===== src/rtl/mc_ctrl_pkg.sv =====
// Shared encodings for the multi-cycle MIPS control sequencer: FSM states,
// instruction classes, opcode/funct fields and the select/op codes driven
// to the datapath.
package mc_ctrl_pkg;

  typedef enum logic [2:0] {
    S_RESET,
    S_FETCH,
    S_DECODE,
    S_EXEC,
    S_MEM,
    S_WB,
    S_TRAP
  } state_e;

  // One class per distinct EXEC/MEM/WB behaviour.
  typedef enum logic [3:0] {
    CLS_RALU,
    CLS_SHIFT,
    CLS_ADDIU,
    CLS_LUI,
    CLS_LW,
    CLS_SW,
    CLS_BEQ,
    CLS_BNE,
    CLS_J,
    CLS_JR,
    CLS_JAL,
    CLS_ILLEGAL
  } inst_class_e;

  // Primary opcodes (instruction[31:26]).
  localparam logic [5:0] OP_RTYPE = 6'b000000;
  localparam logic [5:0] OP_J     = 6'b000010;
  localparam logic [5:0] OP_JAL   = 6'b000011;
  localparam logic [5:0] OP_BEQ   = 6'b000100;
  localparam logic [5:0] OP_BNE   = 6'b000101;
  localparam logic [5:0] OP_ADDIU = 6'b001001;
  localparam logic [5:0] OP_LUI   = 6'b001111;
  localparam logic [5:0] OP_LW    = 6'b100011;
  localparam logic [5:0] OP_SW    = 6'b101011;

  // R-type function codes (instruction[5:0]).
  localparam logic [5:0] FN_SLL  = 6'b000000;
  localparam logic [5:0] FN_SRL  = 6'b000010;
  localparam logic [5:0] FN_JR   = 6'b001000;
  localparam logic [5:0] FN_ADDU = 6'b100001;
  localparam logic [5:0] FN_SUBU = 6'b100011;
  localparam logic [5:0] FN_AND  = 6'b100100;
  localparam logic [5:0] FN_OR   = 6'b100101;
  localparam logic [5:0] FN_SLT  = 6'b101010;

  // ALU operation codes.
  localparam logic [3:0] ALU_ADD   = 4'd0;
  localparam logic [3:0] ALU_SUB   = 4'd1;
  localparam logic [3:0] ALU_AND   = 4'd2;
  localparam logic [3:0] ALU_OR    = 4'd3;
  localparam logic [3:0] ALU_SLT   = 4'd4;
  localparam logic [3:0] ALU_SLL   = 4'd5;
  localparam logic [3:0] ALU_SRL   = 4'd6;
  localparam logic [3:0] ALU_LUI   = 4'd7;
  localparam logic [3:0] ALU_PASSA = 4'd8;

  // Operand-mux selects.
  localparam logic [1:0] SEL_A_RS   = 2'd0;
  localparam logic [1:0] SEL_A_PC   = 2'd1;
  localparam logic [1:0] SEL_A_RT   = 2'd2;
  localparam logic [1:0] SEL_B_IMM  = 2'd0;
  localparam logic [1:0] SEL_B_SA   = 2'd1;
  localparam logic [1:0] SEL_B_RT   = 2'd2;
  localparam logic [1:0] SEL_B_FOUR = 2'd3;

  // PC source and register-destination selects.
  localparam logic [1:0] PC_SRC_ALU    = 2'd0;
  localparam logic [1:0] PC_SRC_BRANCH = 2'd1;
  localparam logic [1:0] PC_SRC_JUMP   = 2'd2;
  localparam logic [1:0] PC_SRC_RS     = 2'd3;
  localparam logic [1:0] REG_DST_RT    = 2'd0;
  localparam logic [1:0] REG_DST_RD    = 2'd1;
  localparam logic [1:0] REG_DST_R31   = 2'd2;

endpackage


===== src/rtl/mc_ctrl_fsm_if.sv =====
// Control bundle between the sequencer (master) and the datapath/memory
// side (slave): status inputs, the shared memory handshake and every
// select/strobe the sequencer drives.
interface mc_ctrl_fsm_if;
  logic [31:0] instruction;
  logic        alu_zero;
  logic        mem_ack;
  logic        mem_req;
  logic        mem_we;
  logic        mem_addr_src;
  logic        ir_write;
  logic        pc_write;
  logic [1:0]  pc_src;
  logic [1:0]  control_port_a;
  logic [1:0]  control_port_b;
  logic [3:0]  alu_op;
  logic        reg_write;
  logic [1:0]  reg_dst;
  logic        mem_to_reg;
  logic        inst_retired;
  logic        illegal_inst;

  modport master (
    input  instruction, alu_zero, mem_ack,
    output mem_req, mem_we, mem_addr_src, ir_write, pc_write, pc_src,
           control_port_a, control_port_b, alu_op, reg_write, reg_dst,
           mem_to_reg, inst_retired, illegal_inst
  );

  modport slave (
    output instruction, alu_zero, mem_ack,
    input  mem_req, mem_we, mem_addr_src, ir_write, pc_write, pc_src,
           control_port_a, control_port_b, alu_op, reg_write, reg_dst,
           mem_to_reg, inst_retired, illegal_inst
  );
endinterface


===== src/rtl/mc_inst_decoder.sv =====
// Combinational instruction classifier: maps the IR contents to an
// instruction class, the ALU op used in EXEC and the write-back register
// select. Anything not recognised is flagged illegal.
module mc_inst_decoder
  import mc_ctrl_pkg::*;
(
  input  logic [31:0] instruction,
  output inst_class_e inst_class,
  output logic [3:0]  alu_op,
  output logic [1:0]  reg_dst,
  output logic        illegal
);

  logic [5:0] opcode;
  logic [5:0] funct;
  logic       unused_fields;

  assign opcode = instruction[31:26];
  assign funct  = instruction[5:0];
  // Register and immediate fields are consumed by the datapath, not here.
  assign unused_fields = ^instruction[25:6];

  // Classify by opcode, then by funct for R-type.
  always_comb begin
    // NOTE: every output gets a default before the case so that no path
    // leaves it unassigned; a missing default here would infer a latch.
    inst_class = CLS_ILLEGAL;
    alu_op     = ALU_ADD;
    reg_dst    = REG_DST_RT;
    case (opcode)
      OP_RTYPE: begin
        reg_dst = REG_DST_RD;
        case (funct)
          FN_ADDU: begin inst_class = CLS_RALU;  alu_op = ALU_ADD; end
          FN_SUBU: begin inst_class = CLS_RALU;  alu_op = ALU_SUB; end
          FN_AND:  begin inst_class = CLS_RALU;  alu_op = ALU_AND; end
          FN_OR:   begin inst_class = CLS_RALU;  alu_op = ALU_OR;  end
          FN_SLT:  begin inst_class = CLS_RALU;  alu_op = ALU_SLT; end
          FN_SLL:  begin inst_class = CLS_SHIFT; alu_op = ALU_SLL; end
          FN_SRL:  begin inst_class = CLS_SHIFT; alu_op = ALU_SRL; end
          FN_JR:   inst_class = CLS_JR;
          default: inst_class = CLS_ILLEGAL;
        endcase
      end
      OP_ADDIU: inst_class = CLS_ADDIU;
      OP_LUI:   begin inst_class = CLS_LUI; alu_op = ALU_LUI; end
      OP_LW:    inst_class = CLS_LW;
      OP_SW:    inst_class = CLS_SW;
      OP_BEQ:   begin inst_class = CLS_BEQ; alu_op = ALU_SUB; end
      OP_BNE:   begin inst_class = CLS_BNE; alu_op = ALU_SUB; end
      OP_J:     inst_class = CLS_J;
      OP_JAL:   begin inst_class = CLS_JAL; alu_op = ALU_PASSA; reg_dst = REG_DST_R31; end
      default:  inst_class = CLS_ILLEGAL;
    endcase
    illegal = (inst_class == CLS_ILLEGAL);
  end

endmodule


===== src/rtl/mc_ctrl_fsm.sv =====
// Multi-cycle fetch/decode/execute/memory/writeback sequencer for the MIPS
// core. Outputs are decoded from the current state and instruction class;
// the only input-dependent outputs are the fetch/memory completion strobes
// (on mem_ack) and the branch pc_write (on alu_zero). The single memory
// port is shared between fetch and load/store.
module mc_ctrl_fsm
  import mc_ctrl_pkg::*;
#(
  parameter int RESET_VECTOR_WAIT = 1
) (
  input logic           clk,
  input logic           rst,
  mc_ctrl_fsm_if.master bus
);

  localparam logic [1:0] WAIT_LAST = 2'(RESET_VECTOR_WAIT - 1);

  state_e      state_q, state_d;
  logic [1:0]  rst_cnt_q, rst_cnt_d;

  inst_class_e dec_class;
  logic [3:0]  dec_alu_op;
  logic [1:0]  dec_reg_dst;
  logic        dec_illegal;

  mc_inst_decoder u_decoder (
    .instruction (bus.instruction),
    .inst_class  (dec_class),
    .alu_op      (dec_alu_op),
    .reg_dst     (dec_reg_dst),
    .illegal     (dec_illegal)
  );

  // State and reset-wait counter registers; reset forces S_RESET so every
  // strobe drops as soon as rst rises, even mid-access.
  always_ff @(posedge clk or posedge rst) begin
    // NOTE: non-blocking assignments keep all flops updating from the same
    // pre-edge values regardless of statement order.
    if (rst) begin
      state_q   <= S_RESET;
      rst_cnt_q <= '0;
    end else begin
      state_q   <= state_d;
      rst_cnt_q <= rst_cnt_d;
    end
  end

  // Next-state and output decode.
  always_comb begin
    state_d            = state_q;
    rst_cnt_d          = rst_cnt_q;
    bus.mem_req        = 1'b0;
    bus.mem_we         = 1'b0;
    bus.mem_addr_src   = 1'b0;
    bus.ir_write       = 1'b0;
    bus.pc_write       = 1'b0;
    bus.pc_src         = PC_SRC_ALU;
    bus.control_port_a = SEL_A_RS;
    bus.control_port_b = SEL_B_IMM;
    bus.alu_op         = ALU_ADD;
    bus.reg_write      = 1'b0;
    bus.reg_dst        = REG_DST_RT;
    bus.mem_to_reg     = 1'b0;
    bus.inst_retired   = 1'b0;
    bus.illegal_inst   = 1'b0;

    case (state_q)
      S_RESET: begin
        if (rst_cnt_q == WAIT_LAST) state_d = S_FETCH;
        else                        rst_cnt_d = rst_cnt_q + 2'd1;
      end

      S_FETCH: begin
        bus.mem_req        = 1'b1;
        bus.control_port_a = SEL_A_PC;
        bus.control_port_b = SEL_B_FOUR;
        bus.alu_op         = ALU_ADD;
        if (bus.mem_ack) begin
          bus.ir_write = 1'b1;
          bus.pc_write = 1'b1;
          bus.pc_src   = PC_SRC_ALU;
          state_d      = S_DECODE;
        end
      end

      S_DECODE: begin
        state_d = dec_illegal ? S_TRAP : S_EXEC;
      end

      S_EXEC: begin
        bus.alu_op = dec_alu_op;
        case (dec_class)
          CLS_RALU: begin
            bus.control_port_a = SEL_A_RS;
            bus.control_port_b = SEL_B_RT;
            state_d            = S_WB;
          end
          CLS_SHIFT: begin
            bus.control_port_a = SEL_A_RT;
            bus.control_port_b = SEL_B_SA;
            state_d            = S_WB;
          end
          CLS_ADDIU, CLS_LUI: begin
            bus.control_port_b = SEL_B_IMM;
            state_d            = S_WB;
          end
          CLS_LW, CLS_SW: begin
            bus.control_port_b = SEL_B_IMM;
            state_d            = S_MEM;
          end
          CLS_BEQ, CLS_BNE: begin
            bus.control_port_a = SEL_A_RS;
            bus.control_port_b = SEL_B_RT;
            bus.pc_src         = PC_SRC_BRANCH;
            bus.pc_write       = bus.alu_zero ^ (dec_class == CLS_BNE);
            bus.inst_retired   = 1'b1;
            state_d            = S_FETCH;
          end
          CLS_J: begin
            bus.pc_write     = 1'b1;
            bus.pc_src       = PC_SRC_JUMP;
            bus.inst_retired = 1'b1;
            state_d          = S_FETCH;
          end
          CLS_JR: begin
            bus.pc_write     = 1'b1;
            bus.pc_src       = PC_SRC_RS;
            bus.inst_retired = 1'b1;
            state_d          = S_FETCH;
          end
          CLS_JAL: begin
            bus.control_port_a = SEL_A_PC;
            state_d            = S_WB;
          end
          default: state_d = S_TRAP;
        endcase
      end

      S_MEM: begin
        bus.mem_req      = 1'b1;
        bus.mem_addr_src = 1'b1;
        bus.mem_we       = (dec_class == CLS_SW);
        if (bus.mem_ack) begin
          if (dec_class == CLS_SW) begin
            bus.inst_retired = 1'b1;
            state_d          = S_FETCH;
          end else begin
            state_d = S_WB;
          end
        end
      end

      S_WB: begin
        bus.reg_write    = 1'b1;
        bus.reg_dst      = dec_reg_dst;
        bus.mem_to_reg   = (dec_class == CLS_LW);
        bus.inst_retired = 1'b1;
        if (dec_class == CLS_JAL) begin
          bus.pc_write = 1'b1;
          bus.pc_src   = PC_SRC_JUMP;
        end
        state_d = S_FETCH;
      end

      S_TRAP: begin
        bus.illegal_inst = 1'b1;
      end

      default: state_d = S_RESET;
    endcase
  end

endmodule


===== src/flat_wrapper.sv =====
// flat-port wrapper written by rule: the top's interface ports become plain ports
module mc_ctrl_fsm_flat import mc_ctrl_pkg::*;
#(
  parameter int RESET_VECTOR_WAIT = 1
)
  (clk, rst, bus_instruction, bus_alu_zero, bus_mem_ack, bus_mem_req, bus_mem_we, bus_mem_addr_src, bus_ir_write, bus_pc_write, bus_pc_src, bus_control_port_a, bus_control_port_b, bus_alu_op, bus_reg_write, bus_reg_dst, bus_mem_to_reg, bus_inst_retired, bus_illegal_inst);
  mc_ctrl_fsm_if bus_i ();
  input logic clk;
  input logic rst;
  input wire logic [$bits(bus_i.instruction)-1:0] bus_instruction;
  input wire logic [$bits(bus_i.alu_zero)-1:0] bus_alu_zero;
  input wire logic [$bits(bus_i.mem_ack)-1:0] bus_mem_ack;
  output wire logic [$bits(bus_i.mem_req)-1:0] bus_mem_req;
  output wire logic [$bits(bus_i.mem_we)-1:0] bus_mem_we;
  output wire logic [$bits(bus_i.mem_addr_src)-1:0] bus_mem_addr_src;
  output wire logic [$bits(bus_i.ir_write)-1:0] bus_ir_write;
  output wire logic [$bits(bus_i.pc_write)-1:0] bus_pc_write;
  output wire logic [$bits(bus_i.pc_src)-1:0] bus_pc_src;
  output wire logic [$bits(bus_i.control_port_a)-1:0] bus_control_port_a;
  output wire logic [$bits(bus_i.control_port_b)-1:0] bus_control_port_b;
  output wire logic [$bits(bus_i.alu_op)-1:0] bus_alu_op;
  output wire logic [$bits(bus_i.reg_write)-1:0] bus_reg_write;
  output wire logic [$bits(bus_i.reg_dst)-1:0] bus_reg_dst;
  output wire logic [$bits(bus_i.mem_to_reg)-1:0] bus_mem_to_reg;
  output wire logic [$bits(bus_i.inst_retired)-1:0] bus_inst_retired;
  output wire logic [$bits(bus_i.illegal_inst)-1:0] bus_illegal_inst;
  assign bus_i.instruction = bus_instruction;
  assign bus_i.alu_zero = bus_alu_zero;
  assign bus_i.mem_ack = bus_mem_ack;
  assign bus_mem_req = bus_i.mem_req;
  assign bus_mem_we = bus_i.mem_we;
  assign bus_mem_addr_src = bus_i.mem_addr_src;
  assign bus_ir_write = bus_i.ir_write;
  assign bus_pc_write = bus_i.pc_write;
  assign bus_pc_src = bus_i.pc_src;
  assign bus_control_port_a = bus_i.control_port_a;
  assign bus_control_port_b = bus_i.control_port_b;
  assign bus_alu_op = bus_i.alu_op;
  assign bus_reg_write = bus_i.reg_write;
  assign bus_reg_dst = bus_i.reg_dst;
  assign bus_mem_to_reg = bus_i.mem_to_reg;
  assign bus_inst_retired = bus_i.inst_retired;
  assign bus_illegal_inst = bus_i.illegal_inst;
  mc_ctrl_fsm #(.RESET_VECTOR_WAIT(RESET_VECTOR_WAIT)) u_core (.clk(clk), .rst(rst), .bus(bus_i));
endmodule

===== config.mk =====
export PLATFORM = sky130hd
export DESIGN_NAME = mc_ctrl_fsm_flat
export DESIGN_NICKNAME = d
export VERILOG_FILES = /design/src/rtl/mc_ctrl_pkg.sv /design/src/rtl/mc_ctrl_fsm_if.sv /design/src/rtl/mc_inst_decoder.sv /design/src/rtl/mc_ctrl_fsm.sv /design/src/flat_wrapper.sv
export SDC_FILE = /design/constraint.sdc
export NUM_CORES = 1
export LEC_CHECK = 0
export CAP_MARGIN = 20
export CORE_MARGIN = 5
export CORE_UTILIZATION = 25
export DETAILED_ROUTE_END_ITERATION = 10
export GPL_ROUTABILITY_DRIVEN = 0
export PLACE_DENSITY_LB_ADDON = 0.3
export SLEW_MARGIN = 20
export SYNTH_ARGS = -nofsm -noshare
export SYNTH_HDL_FRONTEND = slang
export SYNTH_SLANG_ARGS = --single-unit

===== constraint.sdc =====
create_clock -name clk -period 2.8 [get_ports clk]
set_input_delay 0.56 -clock clk [delete_from_list [all_inputs] [get_ports clk]]
set_output_delay 0.56 -clock clk [all_outputs]
set_load 0.005 [all_outputs]

==> results.md <==
- Num CTS Buffers: 3
- Root Buffer: clkbuf_8
- Post-CTS Hold Fix Bufs: 0
- Failing checks: setup timing
- Max Used Layer: met4
- Crit path cell chain: buf_6, or4_4, or3_4, buf_6, or4_4, a31oi_4, buf_2
- Avg Inst Size Synth: 6.85 um^2
- M1 WL: 1.74 mm
- Fin util: 53.7%
- CTS tree: done
- CTS clk-pin slew, worst paths: 0.03 ns
- Static leakage power: 0.876 nW
- Starting Density: 26.2%
- Initial DRC Count: 49
- Inst Count DP: 251
- WP data required: 2.24 ns
- Hold WC Path Type: flop to flop
- Multi-input logic area: 1010 um^2
- R2R Setup Slk: 1.29 ns
- Final Net Count: 260
- Worst Clk Skew: 0.000794 ns
- CORE AREA: 3720 um^2
- Final antenna-violating net count: 0
- DP HPWL: 2.75 mm
- Die ar.: 5240 um^2
- Largest net degree at the start of global routing: 18
- Cell Area, Synth: 972 um^2
- Hold Vio Cnt, Final: 0
- Fill cells: 365
- Met3 routed WL: 173 um
- Clk_lat worst skew: 0.21 ns
- Register bit total from synthesis: 5
- Sw Ratio: 41.0%
- First-pass GRT wire length: 6.47 mm
- FF/Latch Area: 125 um^2
- EDFF count, synth: 0
- FFs w/ async S/R, synth: 100%
- Primary FF master, synth: dfrtp_1
- Via Count: 1384
- Area leader, netlist: dfrtp_1
- Gate power share: 64.3%
- Final Worst Setup Slack: -0.250 ns
- Avg WL per Cell: 15.0 um
- CP max stage delay: 0.53 ns
- Reg2Reg Depth: 6
- # H-tree levels: 1
- Yosys Warn Count: 0
- Tcrit/Tclk final: 109%
- Fmax: 328 MHz
- Share of cells above drive strength 1: 47.3%
- Unrepaired setup endpoints after global routing: yes
- Critical path class: input port to primary output
- Crit-path slowest cell: or4_4
- Final setup fails: 8
- Via/cell ratio: 5.13
- Mapped Cells: 142
- GRT overflow: 0
- Worst-case vdd ir drop: 0.000390 V
- CTS max path bufs: 2
- Critical Path AT: 2.49 ns
- Flop pwr share: 19.2%
- Total track usage: 14.7%
- Pwr Density: 388 nW/um^2
- Slew HR: 65.3%
- Worst slew pin tran: 0.516 ns
- Reg2Reg Launch Point: u_core.state_q[1]$_DFFE_PP0P_
- CP Depth: 7
- Startpoint types: input port
- Routed WL: 4.05 mm
- Net Sw Power: 0.317 mW
- Tmin final: 3.05 ns
- Floorplan row count: 22
- Crit path buf inv count: 3
- Internal power: 0.457 mW
- Initial antenna violation count: 0
- Status: finished with violations
- Power share of the clock group: 16.5%
- Post-place instance area: 1620 um^2
- Post-route insts no fill: 270
- Beginning of the critical path: bus_instruction[30]
- Clock Sinks: 5
- Vias in the first global route: 1430
- IO Port Bufs: 36
- Post-Syn Nets: 179
- Synth area leaders: dfrtp_1 (13%), a21oi_1 (6.2%), nor2_1 (5.8%)
- Die Height: 72.4 um
- Die X: 72.4 um
- Critical Path End Type: primary output
- Kind of cell adding the most delay to the critical path: simple AND/OR/NAND/NOR gates
- Drt first pass iters: 4
- Number of remaining DRC errors: 0
- Top cell type's share of synthesized area: 12.9%
- Yosys cell types: 48
- Worst-path maximum fanout: 4
- RR Endpoint: u_core.state_q[2]$_DFFE_PP0P_
- Synthesis-to-layout area growth: 105%
- Ports: 57
- Sequential fraction of the synthesis area: 12.9%
- Maxcap violations: 0
- ANT cells: 0
- Met2 wire length: 2.12 mm
- End point of the critical path: bus_alu_op[0]
- Finished Cell Area: 1990 um^2
- Max Transition Viols Final: 0
-- what timing repair did --
item / 4_1_cts / 5_1_grt
setup buffers: 15 / 5
pin swaps: 23 / 13
resized for setup: 105 / 24
endpoints found under the setup margin: 16 / 14
-- flip-flops by register name (all words and copies together), names as in the netlist --
register          cells
u_core.rst_cnt_q      2
u_core.state_q        3
-- placed cells by master, fill, tap and decap left out, drive strengths merged, types with 4 or more instances in the layout --
master and n:
buf 67, nor2 15, clkdlybuf4s50 13, nand2 12, a21oi 12, inv 7
or4 6, dlygate4sd2 5, dfrtp 5, o21ai 5, clkbuf 5, nand2b 4
and3 4, nor3b 4, nor3 4
-- power by group through the flow --
stage	Combinational (mW)	Sequential, mW	Clock [mW]
6_report	0.498	0.149	0.128
5_1_grt	0.550	0.159	0.133
4_1_cts	0.490	0.148	0.130
3_5_place_dp	0.460	0.150	0
3_3_place_gp	0.455	0.147	0
2_1_floorplan	0.259	0.105	0
-- through the flow --
step | setup TNS, ns | setup slack, ns | hold WS, ns | power, mW
after floorplan | 0 | 0.125 | 0.339 | 0.364
after global placement | -9.50 | -0.866 | 0.520 | 0.602
after detailed placement | -9.88 | -0.869 | 0.525 | 0.610
after CTS | -1.21 | -0.313 | 0.531 | 0.768
after global routing | -1.64 | -0.289 | 0.549 | 0.842
final | -1.23 | -0.250 | 0.527 | 0.775
-- routing by layer --
metal,vias to the layer above,GRT usage (%)
li1,700,-
met1,655,17.6
met3,2,1.52
met4,0,0.626
met5,-,0
met2,27,29.0
-- worst reg2reg max path: stages (launching register included) --
cell and delay [ns]:
dfrtp_1 0.46, nand2b_1 0.20, nor4b_1 0.25, buf_4 0.17, nor2_1 0.04, a31oi_1 0.17
o21ai_1 0.10
-- layout make-up --
type / count / area share [%]
Multi-Input combinational cell: 118 / 50.7
Timing Repair Buffer: 88 / 36.4
Sequential cell: 5 / 6.27
Tap cell: 48 / 3.01
Clock buffer: 4 / 2.26
Inverter: 7 / 1.32
-- cells by family after synthesis --
| group | after synthesis | synth area share (%) |
|---|---|---|
| AO/OA/AOI/OAI | 40 | 28.7 |
| XOR/XNOR | 4 | 3.60 |
| adder cells (fa/ha/maj) | 1 | 1.29 |
| buffers and inverters | 19 | 7.59 |
| flip-flops | 5 | 12.9 |
| multiplexers | 3 | 3.35 |
| AND/OR/NAND/NOR | 70 | 42.6 |
-- worst min path at each step --
stage                                                from                              end  slack [ns]  depth (start not counted)
after floorplan                                       rst  u_core.rst_cnt_q[0]$_DFFE_PP0P_        0.34                          1
after global routing      u_core.rst_cnt_q[0]$_DFFE_PP0P_  u_core.rst_cnt_q[0]$_DFFE_PP0P_        0.55                          2
final                     u_core.rst_cnt_q[0]$_DFFE_PP0P_  u_core.rst_cnt_q[0]$_DFFE_PP0P_        0.53                          2
after CTS                 u_core.rst_cnt_q[0]$_DFFE_PP0P_  u_core.rst_cnt_q[0]$_DFFE_PP0P_        0.53                          2
after detailed placement  u_core.rst_cnt_q[0]$_DFFE_PP0P_  u_core.rst_cnt_q[0]$_DFFE_PP0P_        0.53                          2
after global placement    u_core.rst_cnt_q[0]$_DFFE_PP0P_  u_core.rst_cnt_q[0]$_DFFE_PP0P_        0.52                          2
-- cells in the mapped netlist, drive strengths merged, types with 2 or more instances --
cell,instances
xnor2,2
o22ai,2
and3,4
buf,2
nand4b,2
nor4bb,3
a22oi,2
a211o,3
nor3,4
inv,7
nand2b,4
nor2,15
clkbuf,10
xor2,2
o311ai,2
a31oi,2
nor2b,2
or4,6
nor3b,4
nand3,3
a31o,3
nand2,12
mux2,2
o21ai,5
a21oi,12
a2111oi,2
nor4,3
dfrtp,5
No activity file was read; power rests on OpenSTA's default activity.
